$ cat src/rtl/instr_fetch_unit_pkg.sv
// Shared constants and types for the instruction fetch front end.
package instr_fetch_unit_pkg;

  localparam int ADDR_W    = 4;
  localparam int INSTR_W   = 8;
  localparam int PROG_LAST = 5;
  localparam int Q_DEPTH   = 2;

  localparam logic [ADDR_W-1:0] PROG_LAST_PC = ADDR_W'(PROG_LAST);

  // One fetch-queue slot: the instruction plus the address it came from.
  typedef struct packed {
    logic [ADDR_W-1:0]  pc;
    logic [INSTR_W-1:0] instr;
  } fetch_entry_t;

  // Sequential program order, wrapping back to 0 after the last program word.
  function automatic logic [ADDR_W-1:0] next_pc(input logic [ADDR_W-1:0] pc);
    return (pc == PROG_LAST_PC) ? '0 : pc + 1'b1;
  endfunction

endpackage

$ cat src/rtl/instr_fetch_unit_fetch_queue.sv
// Two-entry fetch FIFO holding {pc, instr}. Slot 0 is always the head, so the
// head outputs keep their last value once the queue drains.
module instr_fetch_unit_fetch_queue
  import instr_fetch_unit_pkg::*;
(
  input  logic               clk_i,
  input  logic               rst_i,
  input  logic               push_i,
  input  logic [ADDR_W-1:0]  push_pc_i,
  input  logic [INSTR_W-1:0] push_instr_i,
  input  logic               pop_i,
  input  logic               clear_i,
  output logic [1:0]         count_o,
  output logic [ADDR_W-1:0]  head_pc_o,
  output logic [INSTR_W-1:0] head_instr_o
);

  fetch_entry_t entry0_q, entry0_d;
  fetch_entry_t entry1_q, entry1_d;
  logic [1:0]   count_q, count_d;
  fetch_entry_t pushEntry;

  assign pushEntry    = {push_pc_i, push_instr_i};
  assign count_o      = count_q;
  assign head_pc_o    = entry0_q.pc;
  assign head_instr_o = entry0_q.instr;

  // Next-state: clear drops everything (including a same-cycle push), otherwise shift on pop and fill the first free slot on push.
  always_comb begin
    count_d  = count_q;
    entry0_d = entry0_q;
    entry1_d = entry1_q;
    if (clear_i) begin
      count_d = 2'd0;
    end else begin
      case ({push_i, pop_i})
        2'b10: begin
          if (count_q == 2'd0) entry0_d = pushEntry;
          else                 entry1_d = pushEntry;
          count_d = count_q + 2'd1;
        end
        2'b01: begin
          if (count_q == 2'd2) entry0_d = entry1_q;
          count_d = count_q - 2'd1;
        end
        2'b11: begin
          if (count_q == 2'd2) begin
            entry0_d = entry1_q;
            entry1_d = pushEntry;
          end else begin
            entry0_d = pushEntry;
          end
        end
        default: ;
      endcase
    end
  end

  // Queue state registers.
  always_ff @(posedge clk_i or posedge rst_i) begin
    if (rst_i) begin
      count_q  <= 2'd0;
      entry0_q <= '0;
      entry1_q <= '0;
    end else begin
      count_q  <= count_d;
      entry0_q <= entry0_d;
      entry1_q <= entry1_d;
    end
  end

  overflowCheck: assert property (@(posedge clk_i) disable iff (rst_i)
    !(push_i && !pop_i && !clear_i && count_q == 2'd2));

endmodule

$ cat src/rtl/instr_fetch_unit.sv
// Fetch front end: owns the PC, issues reads to a 1-cycle synchronous ROM,
// buffers responses in a 2-entry queue and handles jump redirects.
module instr_fetch_unit
  import instr_fetch_unit_pkg::*;
(
  input  logic               clk_i,
  input  logic               rst_i,
  output logic               imem_en_o,
  output logic [ADDR_W-1:0]  imem_addr_o,
  input  logic [INSTR_W-1:0] imem_data_i,
  output logic               out_valid_o,
  input  logic               out_ready_i,
  output logic [INSTR_W-1:0] out_instr_o,
  output logic [ADDR_W-1:0]  out_pc_o,
  input  logic               redirect_valid_i,
  input  logic [ADDR_W-1:0]  redirect_pc_i
);

  logic [ADDR_W-1:0] fetchPc_q, fetchPc_d;
  logic [ADDR_W-1:0] issuePc_q, issuePc_d;
  logic              inflight_q, inflight_d;
  logic              kill_q, kill_d;

  logic [1:0]        queueCount;
  logic [2:0]        occupancy;
  logic              pop;
  logic              push;
  logic              issue;
  logic [ADDR_W-1:0] redirectTarget;

  // Issue only when the queue is guaranteed a free slot for the response, counting the one still in flight.
  always_comb begin
    pop            = out_valid_o & out_ready_i;
    push           = inflight_q & ~kill_q;
    occupancy      = 3'(queueCount) + 3'(inflight_q) - 3'(pop);
    issue          = ~rst_i & ~redirect_valid_i & (occupancy < 3'(Q_DEPTH));
    redirectTarget = (redirect_pc_i > PROG_LAST_PC) ? '0 : redirect_pc_i;
  end

  assign imem_en_o   = issue;
  assign imem_addr_o = fetchPc_q;
  assign out_valid_o = (queueCount != 2'd0);

  // Next PC / in-flight tracking; a redirect suppresses issue and poisons any response still returning.
  always_comb begin
    fetchPc_d  = fetchPc_q;
    issuePc_d  = issuePc_q;
    inflight_d = 1'b0;
    kill_d     = 1'b0;
    if (redirect_valid_i) begin
      fetchPc_d = redirectTarget;
      kill_d    = inflight_q;
    end else if (issue) begin
      inflight_d = 1'b1;
      issuePc_d  = fetchPc_q;
      fetchPc_d  = next_pc(fetchPc_q);
    end
  end

  // Fetch control registers.
  always_ff @(posedge clk_i or posedge rst_i) begin
    if (rst_i) begin
      fetchPc_q  <= '0;
      issuePc_q  <= '0;
      inflight_q <= 1'b0;
      kill_q     <= 1'b0;
    end else begin
      fetchPc_q  <= fetchPc_d;
      issuePc_q  <= issuePc_d;
      inflight_q <= inflight_d;
      kill_q     <= kill_d;
    end
  end

  instr_fetch_unit_fetch_queue u_fetch_queue (
    .clk_i        (clk_i),
    .rst_i        (rst_i),
    .push_i       (push),
    .push_pc_i    (issuePc_q),
    .push_instr_i (imem_data_i),
    .pop_i        (pop),
    .clear_i      (redirect_valid_i),
    .count_o      (queueCount),
    .head_pc_o    (out_pc_o),
    .head_instr_o (out_instr_o)
  );

endmodule

$ cat config.mk
export PLATFORM = sky130hd
export DESIGN_NAME = instr_fetch_unit
export DESIGN_NICKNAME = d
export VERILOG_FILES = /design/src/rtl/instr_fetch_unit_pkg.sv /design/src/rtl/instr_fetch_unit_fetch_queue.sv /design/src/rtl/instr_fetch_unit.sv
export SDC_FILE = /design/constraint.sdc
export NUM_CORES = 1
export LEC_CHECK = 0
export BUFFER_PORTS_ARGS = -buffer_cell sky130_fd_sc_hd__buf_2
export CORE_MARGIN = 1.5
export CORE_UTILIZATION = 45
export DETAILED_ROUTE_END_ITERATION = 10
export PLACE_DENSITY = 0.67
export SLEW_MARGIN = 20
export SYNTH_ARGS = -nofsm -noshare
export SYNTH_HDL_FRONTEND = slang
export SYNTH_SLANG_ARGS = --single-unit
$ cat constraint.sdc
create_clock -name clk_i -period 6 [get_ports clk_i]
set_input_delay 0.6 -clock clk_i [delete_from_list [all_inputs] [get_ports clk_i]]
set_output_delay 0.6 -clock clk_i [all_outputs]
set_load 0.02 [all_outputs]
-- After elaboration in Yosys (flattened, before gate mapping)
Index checks and enable logic that the tools add are counted.
- flip-flop bits (word level): 36
- input bits: 16
- output and inout port bits: 18
- logic and storage cells: 57
- reductions and logical operators: 9
- $lt $le $gt $ge: 2
- multiplexer cells: 16
- bitwise operators: 7
- $add $sub $neg: 5
- eq/ne operators: 9
- operators by type and width (operator ; number):
    $mux W12 ; 5
    $pmux W12 S3 ; 1
    $pmux W12 S2 ; 1
    $mux W4 ; 4
    $reduce_and A4 Y1 ; 2
    $eq A2 B2 Y1 const B ; 3
    $ne A2 B1 Y1 const B ; 3
    $reduce_bool A2 Y1 ; 3
    $reduce_bool A3 Y1 ; 2
    $add A4 B1 Y4 const B ; 1
    $and A1 B1 Y1 ; 4
    $eq A4 B3 Y1 const B ; 1
    $gt A4 B3 Y1 const B ; 1
    $pmux W2 S2 ; 1
    $add A2 B1 Y3 ; 1
    $lt A3 B2 Y1 const B ; 1
    $mux W1 ; 3
    $not A1 Y1 ; 3
    $sub A3 B1 Y3 ; 1
    $add A2 B1 Y2 const B ; 1
    $eq A2 B1 Y1 const B ; 1
    $logic_not A2 Y1 ; 1
    $mux W2 ; 1
    $ne A2 B2 Y1 const B ; 1
    2 further kinds ; 2

-- Longest topological paths before layout
Gate-level depths: netlist of run 1.
- word-level depth: 7
- depth in mapped cells: 10
- gate-level depth less buffers: 9

-- By module
From an unflattened synthesis of run 1, not the netlist that was laid out.
- cells, all modules: 188
- area total of the unflattened synthesis: 2087.0 sq um
- modules (own cells, without submodules) (module ; area each (sq um) ; cells an instance ; times used ; seq. area each (sq um)):
    instr_fetch_unit_fetch_queue ; 1519.0 ; 142 ; 1 ; 650.6
    instr_fetch_unit ; 568.0 ; 46 ; 1 ; 250.2

-- Worst setup path after synthesis of run 1
Ideal clock, no wire load.
- path kind: register to output
- start point: reg u_fetch_queue.count_q[1] (netlist: u_fetch_queue.count_o[1])
- end point: out imem_en_o
- stages on the path, launching flop included: 9
- path buffers: 1
- slack: 3.312 ns
- data arrival time: 2.088 ns
- data required time: 5.400 ns
- cells stage by stage: dfrtp_1 -> buf_2 -> o21a_1 -> ha_1 -> nand2b_1 -> fa_1 -> xnor2_1 -> nand3_1 -> inv_1
- word-level cells in the longest chain between the ends: 5
- elaborated cells on any way between the ends: 6
- classes of those cells: 2 x add/sub; 1 x order compare; 2 x bitwise; 1 x reduce/logical
- ends and longest elaborated chain (item ; line ; text):
    start, declared ; instr_fetch_unit_fetch_queue.sv:20 ; logic [1:0] count_q, count_d;
    start signal, assigned ; instr_fetch_unit_fetch_queue.sv:66 ; count_q <= count_d;
    parallel branches: the longest is 2 deep, another holds $add A2 B1 Y3 ; - ;
    $sub A3 B1 Y3 (*) ; instr_fetch_unit.sv:35 ; occupancy = 3'(queueCount) + 3'(inflight_q) - 3'(pop);
    $lt A3 B2 Y1 (*) ; instr_fetch_unit.sv:36 ; issue = ~rst_i & ~redirect_valid_i & (occupancy < 3'(Q_DEPTH));
    $and A1 B1 Y1 (*) ; instr_fetch_unit.sv:36 ;
    end, declared ; instr_fetch_unit.sv:8 ; output logic imem_en_o,
Mark *: on every way between the ends.

-- Worst setup path in the final report of run 1
Same ends and word-level chain as after synthesis.

==> flow_summary.ini, run 1 <==
[timing]
fin_crit_ps = 3189
hold_violations = 0
drv_slew = 0
setup-tns-final_ps = 0
rsz0062_at_grt = false
finalCritPeriodShare_pct = 53.15
skew_ps = 8.657
worst_pin_slew_ps = 868.8
setup_viol = 0
slew-limit-headroom_pct = 42.08
fmax_ghz = 0.3136

[synthesis]
synth_top_family_by_area = multiplexers
avgSynthCellArea_um2 = 11.53
synth_cells = 152
synth_fa_ha_area_share_pct = 1.856
ys_types = 32
synth-compound-area-share_pct = 11.28
synthMuxAreaShare_pct = 15.70
syn-num-nets = 170
synthSimpleGateAreaFrac_pct = 13.42
synth_xor_area_share_pct = 1.499
yosysSeqAreaShare_pct = 51.39
synth-seq-cells = 36
synth_warnings = 0
syn_area_um2 = 1753

[worst_hold_path]
hold_class = primary input to async pin

[floorplan]
die_h_um = 65.42
die_x_um = 65.42
fp.coreArea_um2 = 3689
die_area_um2 = 4279
ioPinCount = 34
start_util_pct = 47.52
fp-row-count = 22

[clocking]
clkTransAtPathRegs_ps = 70
worst_skew_pair.late_latency_ps = 290
holdBufCountCts = 0
clk_path_buf_depth = 2
cts_resized = 0
cts_inserted_buffers = 5
htreeDepth = 2
post-cts-setup-buffers = 0
cts_num_sinks = 36
cts-root-buf = clkbuf_8
tritoncts = done

[pwr]
ir_worst_vdd_mv = 0.1320
pwr-share-clk_pct = 31.4
power.switching_uw = 211.7
p_leak_nw = 0.9409
powerDensity_nw_per_um2 = 352.3
p_int_uw = 512.9
power_uw = 724.6
power_frac_comb_pct = 23.6
pwr-share-seq_pct = 45.1
p_sw_share_pct = 29.21

[setup_path]
crit_start = u_fetch_queue.count_o[1]
worstSetupStartpointType = register
cp_max_fo = 9
crit_required_ps = 5400
critPathArrivalTime_ps = 2590
crit_family = adder cells
criticalPathCategory = register to output pin
crit_end = imem_en_o
critPathSlowestCell = dfrtp_1
cp.depth = 8
critPathCaptureType = output pin
r2r.worst_path.cells = 9
r2r-end = imem_addr_o[0]
slowest_delay_ps = 480
rrSetupSlack_ps = 3540
r2r_start = u_fetch_queue.count_o[1]
cp.buffers_inverters = 2
worstPathCellList = o21a_1 -> ha_1 -> nand2b_1 -> fa_1 -> xnor2_1 -> nand3_1 -> inv_1 -> buf_2

[drt]
drtPass1Iterations = 4
ant_nets = 0
wirelength_um = 3076
drc = 0
vias = 1197
wire_per_inst_um = 13.03
avgViaCountPerCell = 5.072
drt-initial-drc-count = 33

[global_route]
grt_start_max_net_pins = 37
grtUsageTotal_pct = 17.15
grt_pass1_vias = 1223
grt_overflow_total = 0
grt_pass1_wl_um = 5444
antenna_found_initial = 0

[outcome]
run_status = finished clean

[job]
maxCapViolCount = 0

[final_layout]
nets = 205
regArea_um2 = 900.9
drive_gt1_share_pct = 39.36
n_antenna_cell = 0
synthToLayoutAreaGrowth_pct = 17.34
num-fill-cells = 331
multi_input_area_um2 = 767.0

[placement]
io_buffers = 33
gp_congestion = 0.7408
place_hpwl_um = 2252
-- registers in the layout, indices dropped and copies added, names as in the netlist --
name,cells
u_fetch_queue.count_o,2
u_fetch_queue.entry1_q,12
kill_q,1
inflight_q,1
issuePc_q,4
u_fetch_queue.head_pc_o,4
u_fetch_queue.head_instr_o,8
imem_addr_o,4
-- synthesized netlist by cell type --
cell	number	area, µm²
inv_1	6	22.52
o21a_1	1	7.510
buf_6	1	11.26
nand4_1	1	6.260
o21ai_0	7	35.03
nand3_1	3	15.01
clkbuf_8	1	13.76
ha_1	1	12.51
o31ai_1	1	7.510
dfrtp_1	36	900.9
a21oi_1	8	40.04
or2_2	1	6.260
a31oi_4	1	21.27
o31a_1	1	8.760
and2_1	1	6.260
nor3_1	1	5.000
or4b_4	1	13.76
buf_8	1	15.01
nor2_2	8	50.05
fa_1	1	20.02
nand2b_1	3	18.77
buf_4	1	7.510
nor2b_1	2	12.51
a21oi_2	8	70.07
nor2_1	8	30.03
nand2_1	11	41.29
mux2i_1	14	140.1
a21boi_1	1	7.510
xnor2_1	3	26.28
mux2_2	12	135.1
nand3b_1	4	30.03
buf_2	3	15.01
-- per-layer routing --
layer  vias up  wire (µm)  global-route usage, %
met5         -          0                      0
met4         0         48                  6.250
met3         5        146                  5.651
met2        28       1516                  29.72
met1       576       1365                  19.73
li1        588          -                      -
-- cell type report --
class                   count  area share (%)
flip-flops and latches     36           43.80
multi-input cells         103           37.29
well taps                  48           2.920
inverters                   6           1.095
clock inverters             1           1.460
clock buffers               7           4.684
repair buffers             35           8.759
-- cell families after synthesis --
group,after synthesis
adder cells (fa/ha/maj),2
multiplexers,26
buffers and inverters,13
AO/OA/AOI/OAI,28
AND/OR/NAND/NOR,44
XOR/XNOR,3
flip-flops,36
-- power groups by stage --
| stage | Sequential, mW | Combinational, mW | Clock, mW |
|---|---|---|---|
| final | 0.327 | 0.171 | 0.227 |
| after global routing | 0.333 | 0.188 | 0.246 |
| after CTS | 0.327 | 0.174 | 0.233 |
| after detailed placement | 0.331 | 0.173 | 0 |
| after global placement | 0.327 | 0.167 | 0 |
| after floorplan | 0.360 | 0.0908 | 0 |
-- worst reg2reg max path: stages, from the launching register on --
cell and delay, ps:
dfrtp_1 480, o21a_1 230, ha_1 270, nand2b_1 150
fa_1 390, xnor2_1 200, nand3_1 240, inv_1 170
xnor2_1 130, o21ai_0 90
-- cell usage in the layout, fill, tap and decap left out, types with 2 or more instances in the layout --
master    netlist  final
xnor2_1         3      3
nand2b_1        3      3
dfrtp_1        36     36
inv_1           6      6
mux2_2         12     12
nor2_2          8      8
nor2b_1         2      2
nand3b_1        4      4
o21ai_0         7      7
nand2_1        11     11
mux2i_1        14     14
buf_4           1      2
a21oi_1         8      8
clkbuf_8        1      7
buf_2           3     33
nor2_1          8      8
nand3_1         3      3
a21oi_2         8      8
-- worst min-delay path by stage --
| stage | from | to | slack (ps) |
|---|---|---|---|
| 2_1_floorplan | issuePc_q[2] | issuePc_q[2] | 460 |
| 3_3_place_gp | u_fetch_queue.entry1_q[4] | u_fetch_queue.entry1_q[4] | 490 |
| 3_5_place_dp | issuePc_q[2] | issuePc_q[2] | 500 |
| 4_1_cts | rst_i | u_fetch_queue.head_pc_o[2] | 440 |
| 5_1_grt | rst_i | imem_addr_o[1] | 490 |
| 6_report | rst_i | u_fetch_queue.entry1_q[9] | 440 |
-- metrics by stage --
stage	utilization [%]	hold WS [ps]	std cells	setup slack, ps	area, µm²
after floorplan	-	463.4	152	3312	1753
after global placement	52.34	486.5	228	3019	1931
after detailed placement	52.34	495.2	228	2945	1931
after CTS	55.77	441.4	236	2786	2057
after global routing	55.77	488.7	236	2617	2057
final	55.77	437.1	236	2811	2057
Power figures use the tool's default switching activity.
==> run 2, diff against run 1 <==
==> constraint.sdc (replaced) <==
create_clock -name clk_i -period 3 [get_ports clk_i]
set_input_delay 0.3 -clock clk_i [delete_from_list [all_inputs] [get_ports clk_i]]
set_output_delay 0.3 -clock clk_i [all_outputs]
set_load 0.02 [all_outputs]
==> flow_summary.ini, run 2 (same netlist as run 1, synthesis figures left out) <==
[timing]
setup_viol = 0
skew_ps = 3.704
fin_ws_ps = 214.9
slew-limit-headroom_pct = 43.40
fmax_ghz = 0.3591
rsz0062_at_grt = false
fin_crit_ps = 2785
hold_violations = 0
worst_pin_slew_ps = 849.0
setup-tns-final_ps = 0
finalCritPeriodShare_pct = 92.84
drv_slew = 0

[floorplan]
fp.coreArea_um2 = 3689
die_h_um = 65.42
die_area_um2 = 4279
ioPinCount = 34
fp-row-count = 22
die_x_um = 65.42
start_util_pct = 47.52

[setup_path]
slowest_delay_ps = 460
critPathCaptureType = output pin
rrSetupSlack_ps = 550
worstPathCellList = o21a_1 -> ha_1 -> nand2b_1 -> fa_1 -> xnor2_1 -> nand3_2 -> inv_1 -> buf_2
worstSetupStartpointType = register
criticalPathCategory = register to output pin
critPathSlowestCell = dfrtp_1
critPathArrivalTime_ps = 2490
crit_family = adder cells
crit_required_ps = 2700
cp.buffers_inverters = 2
cp_max_fo = 9

[final_layout]
layout_commonest_cell = dfrtp_1
largest_reg_flops = 12
drive_gt1_share_pct = 40.43
post-route-cell-area_um2 = 2024
num-fill-cells = 337
layout_common_cells = 35 x dfrtp_1, 33 x buf_2, 14 x mux2i_1
synthToLayoutAreaGrowth_pct = 15.49
n_antenna_cell = 0
regMostFlops = u_fetch_queue.entry1_q
nets = 205

[clocking]
clkTransAtPathRegs_ps = 70
worst_skew_pair.late_latency_ps = 280
htreeDepth = 2
cts-root-buf = clkbuf_8
clk_path_buf_depth = 2
cts_num_sinks = 36
tritoncts = done
cts_inserted_buffers = 5

[pwr]
power_mw = 1.314
p_leak_nw = 0.9244
ir_worst_vdd_mv = 0.3425
powerDensity_nw_per_um2 = 649.1

[placement]
post-place-ws_ps = 455.6
io_buffers = 33
dpl-instance-area_um2 = 1931
place_hpwl_um = 2119
gp_congestion = 0.7408

[global_route]
grt_pass1_wl_um = 5119
grtUsageTotal_pct = 15.91
grt_pass1_vias = 1179
grt_start_max_net_pins = 37
grt_overflow_total = 0
antenna_found_initial = 0

[drt]
drt-initial-drc-count = 28
drtPass1Iterations = 4
wire_per_inst_um = 12.22
vias = 1194
wirelength_um = 2884
avgViaCountPerCell = 5.059
ant_nets = 0
drc = 0

[job]
maxCapViolCount = 0

[outcome]
run_status = finished clean

[worst_hold_path]
hold_class = primary input to async pin
==> run 2: cell count changes in the layout (fill, tap and decap cells not counted), sizes merged <==
cell / previous run / this run
clkinv: 0 / 3
clkbuf: 7 / 5
bufinv: 1 / 0
==> run 2: repair_timing <==
item	4_1_cts	5_1_grt
setup endpoints to repair	0	1
buffers inserted	0	0
resized for setup	0	2
hold buffers	0	0
==> run 2: stage by stage <==
| step | util (%) | std cells | hold slack [ps] |
|---|---|---|---|
| after floorplan | - | 152 | 438.5 |
| final | 54.88 | 236 | 114.4 |
| after global placement | 52.34 | 228 | 426.3 |
| after global routing | 54.88 | 236 | 179.9 |
| after CTS | 54.72 | 236 | 128.1 |
| after detailed placement | 52.34 | 228 | 439.3 |
==> run 2: path summary, 6_finish.rpt <==
check	start	depth (start not counted)	end
max	u_fetch_queue.count_o[0]	8	imem_en_o
min	rst_i	3	u_fetch_queue.count_o[0]
max reg2reg	u_fetch_queue.count_o[0]	8	imem_addr_o[3]
min reg2reg	u_fetch_queue.entry1_q[0]	1	u_fetch_queue.entry1_q[0]
max in group asynchronous	rst_i	3	u_fetch_queue.count_o[1]
min in group clk_i	imem_data_i[1]	2	u_fetch_queue.entry1_q[1]
==> run 2: tightest hold or removal path, delay by kind of cell <==
kind,cells,cell delay (ps)
buf+inv,3,540
==> run 2: power by group <==
| part | switching, mW | internal (mW) |
|---|---|---|
| clock network | 0.165 | 0.161 |
| registers | 0.0623 | 0.588 |
| logic | 0.193 | 0.145 |
==> run 2: layout make-up <==
type	instances	area (µm²)	share of cell area [%]
sequential	36	902.1	44.56
clock buffer	5	68.82	3.399
inverter	6	22.52	1.112
multi-input combinational	103	772.0	38.13
timing repair buffer	35	180.2	8.900
clock inverter	3	18.77	0.9271
tap	48	60.06	2.967
==> run 2: routing by layer <==
layer / vias to the layer above / GRT usage (%) / share of wire, %
li1: 590 / - / -
met1: 566 / 18.98 / 45
met2: 30 / 26.53 / 48
met3: 8 / 4.281 / 5.3
met4: 0 / 7.813 / 2.0
met5: - / 0 / 0
